==> src/rtl/alu_ctrl_pkg.sv <==
// Shared ALU-control definitions: RV32I opcodes, ALU codes seen by the one-hot decoder,
// and the entry held in each stage register.
package alu_ctrl_pkg;

  localparam logic [6:0] OP_R     = 7'b0110011;
  localparam logic [6:0] OP_I     = 7'b0010011;
  localparam logic [6:0] OP_BR    = 7'b1100011;
  localparam logic [6:0] OP_LD    = 7'b0000011;
  localparam logic [6:0] OP_ST    = 7'b0100011;
  localparam logic [6:0] OP_JAL   = 7'b1101111;
  localparam logic [6:0] OP_JALR  = 7'b1100111;
  localparam logic [6:0] OP_LUI   = 7'b0110111;
  localparam logic [6:0] OP_AUIPC = 7'b0010111;

  localparam logic [6:0] F7_BASE = 7'b0000000;
  localparam logic [6:0] F7_ALT  = 7'b0100000;

  localparam logic [3:0] ALU_ADD  = 4'b0000;
  localparam logic [3:0] ALU_SUB  = 4'b0001;
  localparam logic [3:0] ALU_AND  = 4'b0010;
  localparam logic [3:0] ALU_OR   = 4'b0011;
  localparam logic [3:0] ALU_XOR  = 4'b0100;
  localparam logic [3:0] ALU_SLL  = 4'b0101;
  localparam logic [3:0] ALU_SRL  = 4'b0110;
  localparam logic [3:0] ALU_SRA  = 4'b0111;
  localparam logic [3:0] ALU_SLT  = 4'b1000;
  localparam logic [3:0] ALU_SLTU = 4'b1101;

  typedef struct packed {
    logic [3:0] code;
    logic       illegal;
  } entry_t;

endpackage

==> src/rtl/alu_ctrl_decode.sv <==
// Combinational map of (opcode, funct3, funct7) to an ALU code plus illegal flag.
// Illegal encodings always leave with code ADD so nothing outside the ten codes escapes.
module alu_ctrl_decode
  import alu_ctrl_pkg::*;
(
  input  logic [6:0] i_opcode,
  input  logic [2:0] i_funct3,
  input  logic [6:0] i_funct7,
  output entry_t     o_entry
);

  logic       w_alt;
  logic       w_base;
  logic [3:0] w_code;
  logic       w_ill;

  assign w_alt  = (i_funct7 == F7_ALT);
  assign w_base = (i_funct7 == F7_BASE);

  always_comb begin
    w_code = ALU_ADD;
    w_ill  = 1'b0;
    case (i_opcode)
      OP_R, OP_I: begin
        case (i_funct3)
          3'b000: w_code = (i_opcode == OP_R && w_alt) ? ALU_SUB : ALU_ADD;
          3'b001: w_code = ALU_SLL;
          3'b010: w_code = ALU_SLT;
          3'b011: w_code = ALU_SLTU;
          3'b100: w_code = ALU_XOR;
          3'b101: w_code = w_alt ? ALU_SRA : ALU_SRL;
          3'b110: w_code = ALU_OR;
          default: w_code = ALU_AND;
        endcase
        // R-type checks funct7 everywhere; I-type only where it encodes the shift kind
        if (i_opcode == OP_R)
          w_ill = !(w_base || (w_alt && (i_funct3 == 3'b000 || i_funct3 == 3'b101)));
        else if (i_funct3 == 3'b001)
          w_ill = !w_base;
        else if (i_funct3 == 3'b101)
          w_ill = !(w_base || w_alt);
      end
      OP_BR: begin
        case (i_funct3[2:1])
          2'b00:   w_code = ALU_SUB;
          2'b10:   w_code = ALU_SLT;
          2'b11:   w_code = ALU_SLTU;
          default: w_ill  = 1'b1;
        endcase
      end
      OP_LD, OP_ST, OP_JAL, OP_JALR, OP_LUI, OP_AUIPC: w_code = ALU_ADD;
      default: w_ill = 1'b1;
    endcase
  end

  assign o_entry.code    = w_ill ? ALU_ADD : w_code;
  assign o_entry.illegal = w_ill;

endmodule

==> src/rtl/alu_ctrl_stage.sv <==
// Registered ALU-control stage: decode into a two-entry skid buffer, 1-cycle latency,
// in_ready comes straight from the skid-occupancy register; flush/rst empty both entries.
module alu_ctrl_stage
  import alu_ctrl_pkg::*;
#(
  parameter int unsigned CNT_W = 8
) (
  input  logic             clk,
  input  logic             rst,
  input  logic             flush,
  input  logic             in_valid,
  output logic             in_ready,
  input  logic [6:0]       opcode,
  input  logic [2:0]       funct3,
  input  logic [6:0]       funct7,
  output logic             out_valid,
  input  logic             out_ready,
  output logic [3:0]       alu_control_signal,
  output logic             illegal,
  output logic [CNT_W-1:0] illegal_count
);

  localparam logic [CNT_W-1:0] CNT_MAX = '1;

  entry_t           w_dec;
  logic             w_acc;
  logic             w_drain;
  entry_t           r_main;
  entry_t           r_skid;
  logic             r_main_vld;
  logic             r_skid_vld;
  logic [CNT_W-1:0] r_cnt;

  alu_ctrl_decode u_decode (
    .i_opcode (opcode),
    .i_funct3 (funct3),
    .i_funct7 (funct7),
    .o_entry  (w_dec)
  );

  assign in_ready = ~r_skid_vld;
  assign w_acc    = in_valid & in_ready & ~flush;
  assign w_drain  = r_main_vld & out_ready;

  always_ff @(posedge clk) begin
    if (rst) begin
      r_main_vld <= 1'b0;
      r_skid_vld <= 1'b0;
      r_main     <= '0;
      r_skid     <= '0;
    end else if (flush) begin
      r_main_vld <= 1'b0;
      r_skid_vld <= 1'b0;
    end else if (r_skid_vld) begin
      // in_ready is low here, so the only possible event is a drain
      if (w_drain) begin
        r_main     <= r_skid;
        r_skid_vld <= 1'b0;
      end
    end else if (w_acc) begin
      if (!r_main_vld || out_ready) begin
        r_main     <= w_dec;
        r_main_vld <= 1'b1;
      end else begin
        r_skid     <= w_dec;
        r_skid_vld <= 1'b1;
      end
    end else if (w_drain) begin
      r_main_vld <= 1'b0;
    end
  end

  always_ff @(posedge clk) begin
    if (rst)
      r_cnt <= '0;
    else if (w_acc && w_dec.illegal && r_cnt != CNT_MAX)
      r_cnt <= r_cnt + 1'b1;
  end

  assign out_valid          = r_main_vld;
  assign alu_control_signal = r_main.code;
  assign illegal            = r_main.illegal;
  assign illegal_count      = r_cnt;

endmodule

==> config.mk <==
export PLATFORM = sky130hd
export DESIGN_NAME = alu_ctrl_stage
export DESIGN_NICKNAME = d
export VERILOG_FILES = /design/src/rtl/alu_ctrl_pkg.sv /design/src/rtl/alu_ctrl_decode.sv /design/src/rtl/alu_ctrl_stage.sv
export SDC_FILE = /design/constraint.sdc
export NUM_CORES = 1
export LEC_CHECK = 0
export CORE_MARGIN = 8
export CORE_UTILIZATION = 47
export CTS_CLUSTER_SIZE = 16
export DETAILED_ROUTE_END_ITERATION = 8
export PLACE_DENSITY = 0.9
export SLEW_MARGIN = 30
export SYNTH_ARGS = -nofsm -noshare
export SYNTH_HDL_FRONTEND = slang
export SYNTH_SLANG_ARGS = --single-unit
==> constraint.sdc <==
create_clock -name clk -period 2.3 [get_ports clk]
set_input_delay 0.23 -clock clk [delete_from_list [all_inputs] [get_ports clk]]
set_output_delay 0.23 -clock clk [all_outputs]
set_load 0.01 [all_outputs]
==> results.cfg <==
[run_status]
outcome = completed

[sta]
fin_ws_ns = 0.301
min_period_ns = 2.00
fin_skew_ns = 0.00670
finalCritPeriodShare_pct = 86.9
hold_viol_final = 0
slew_viol_final = 0
rsz0062_at_grt = no
tightest_slew_ns = 0.376
max_freq_mhz = 500
setup_violations = 0
finalSetupTns_ns = 0
slew_headroom_pct = 74.3
timing.hold.ws_ns = 0.462

[synth]
avgSynthCellArea_um2 = 8.16
async_reset_ff_share_pct = 0
yosysWarnings = 0
synth_nets = 185
ys.flop_type = dfxtp_1
synth.ff_latch_count = 20
synth_edf_count = 0
synth_area_um2 = 1290
ys_seq_area_share_pct = 31.0
netlist_instances = 158
synth.distinct_cells = 47

[placement]
pre_cts_ws_ns = 0.00130
gp_congestion = 0.824
place_area_um2 = 1700
dp_hpwl_um = 2390
io_buffers = 36

[worst_setup_path]
end_kind = register
worstSetupPathType = in2reg
cp.arrival_ns = 2.23
critical_path_required_ns = 2.53
r2r_cells = 6
critPathMaxFanout = 17
start_kind = input pin

[run]
maxCapViolations = 0

[clock_tree]
clk_pin_slew_ns = 0.10
cts_tree = done
holdBufCountCts = 0
clockBufferDepth = 2
cts_max_level = 1
cts_resized = 0
root_buffer = clkbuf_4
clock_latency_ns = 0.30
cts_made_buffers = 3
numClockSinks = 20
cts_setup_buffers = 0

[drt]
avgViaCountPerCell = 5.66
routed_wl_um = 3150
drt_first_iter_violations = 51
via_count = 1312
drc = 0
ant_nets = 0
wl_per_cell_um = 13.6
first_pass_iters = 4

[power]
power_density_nw_per_um2 = 392
leakage_nw = 0.626
ir_worst_vdd_mv = 0.484

[final_layout]
syn2layout_area_growth_pct = 33.2
final_cell_mix = clkdlybuf4s50_1, nand2_1, dfxtp_1, a21oi_1
seq_area_um2 = 400
nFillCells = 229
post-route-util_pct = 63.9
multiInputGateArea_um2 = 787
final_area_um2 = 1720
n_antenna_cell = 0
layout_commonest_cell = clkdlybuf4s50_1
drive_gt1_share_pct = 11.9
nets = 230

[floorplan]
io_pins = 37
rows = 19
core_um2 = 2690
die_y_um = 68.4
start_util_pct = 48.0
dieArea_um2 = 4680
die-width_um = 68.4

[min_path]
hold_depth = 2
hp-class = reg2reg

[grt]
grt_max_degree = 18
grt_use_total_pct = 14.2
grt_pass1_wl_um = 5260
overflow = 0
antenna_found_initial = 0
grt_pass1_vias = 1206
## final cells by class
type                    count  share of cell area (%)
inverters                   7                    1.53
clock buffers               3                    1.31
well taps                  31                    2.26
flip-flops and latches     20                    23.3
repair buffers             47                    25.8
multi-input cells         124                    45.8
## final timing paths
path / from / endpoint / slack [ns]
worst max-delay path: opcode[5] / r_skid[1] / 0.30
worst min-delay path: r_skid[2] / r_skid[2] / 0.46
worst max register to register: r_skid_vld / illegal_count[5] / 0.41
worst min register to register: r_skid[2] / r_skid[2] / 0.46
## registers in the layout (all words and copies together), names as in the netlist
name	count
r_skid_vld	1
r_skid	5
alu_control_signal	4
illegal	1
out_valid	1
illegal_count	8
## through the flow
step,instances,power [mW]
finish,232,0.674
global route,232,0.712
CTS,232,0.676
detailed placement,229,0.513
global placement,229,0.511
floorplan,158,0.435
## logic make-up after synthesis
logic type / synth area share, %
AND/OR/NAND/NOR: 31.7
adder cells (fa/ha/maj): 4.85
multiplexers: 1.75
buffers and inverters: 7.95
AO/OA/AOI/OAI: 22.7
flip-flops: 31.0
## worst max-delay path, stage by stage
cell and delay (ns):
clkdlybuf4s50_1 0.50, inv_1 0.06, or4_1 0.51, a31oi_1 0.21
o31a_4 0.27, buf_4 0.18, nand3_1 0.09, a21oi_1 0.17
## where the power goes
part	switching [mW]	leakage [nW]	internal [mW]	total, mW
sequential	0.00704	0.162	0.355	0.362
combinational	0.0634	0.450	0.0807	0.144
clock	0.107	0.0138	0.0612	0.168
## synthesized netlist by cell type, types with 3 or more instances
| master | instances | area share [%] |
|---|---|---|
| a211oi_1 | 4 | 2.3 |
| a21oi_1 | 13 | 5.0 |
| a31oi_1 | 3 | 1.5 |
| dfxtp_1 | 20 | 31 |
| ha_1 | 5 | 4.8 |
| inv_1 | 7 | 2.0 |
| nand2_1 | 20 | 5.8 |
| nand3_1 | 11 | 4.3 |
| nor2_1 | 10 | 2.9 |
| nor2b_1 | 4 | 1.9 |
| nor4_1 | 4 | 1.9 |
| o21ai_0 | 8 | 3.1 |
| o31ai_1 | 3 | 1.7 |
| or4_1 | 4 | 2.3 |
## per-layer routing
layer / up-vias / GRT usage [%] / part of all wire (%)
met3: 2 / 4.58 / 4.6
li1: 669 / - / -
met4: 0 / 1.79 / 0.35
met5: - / 0 / 0
met2: 25 / 25.0 / 49
met1: 616 / 16.7 / 46
(Power assumes the default switching activity.)
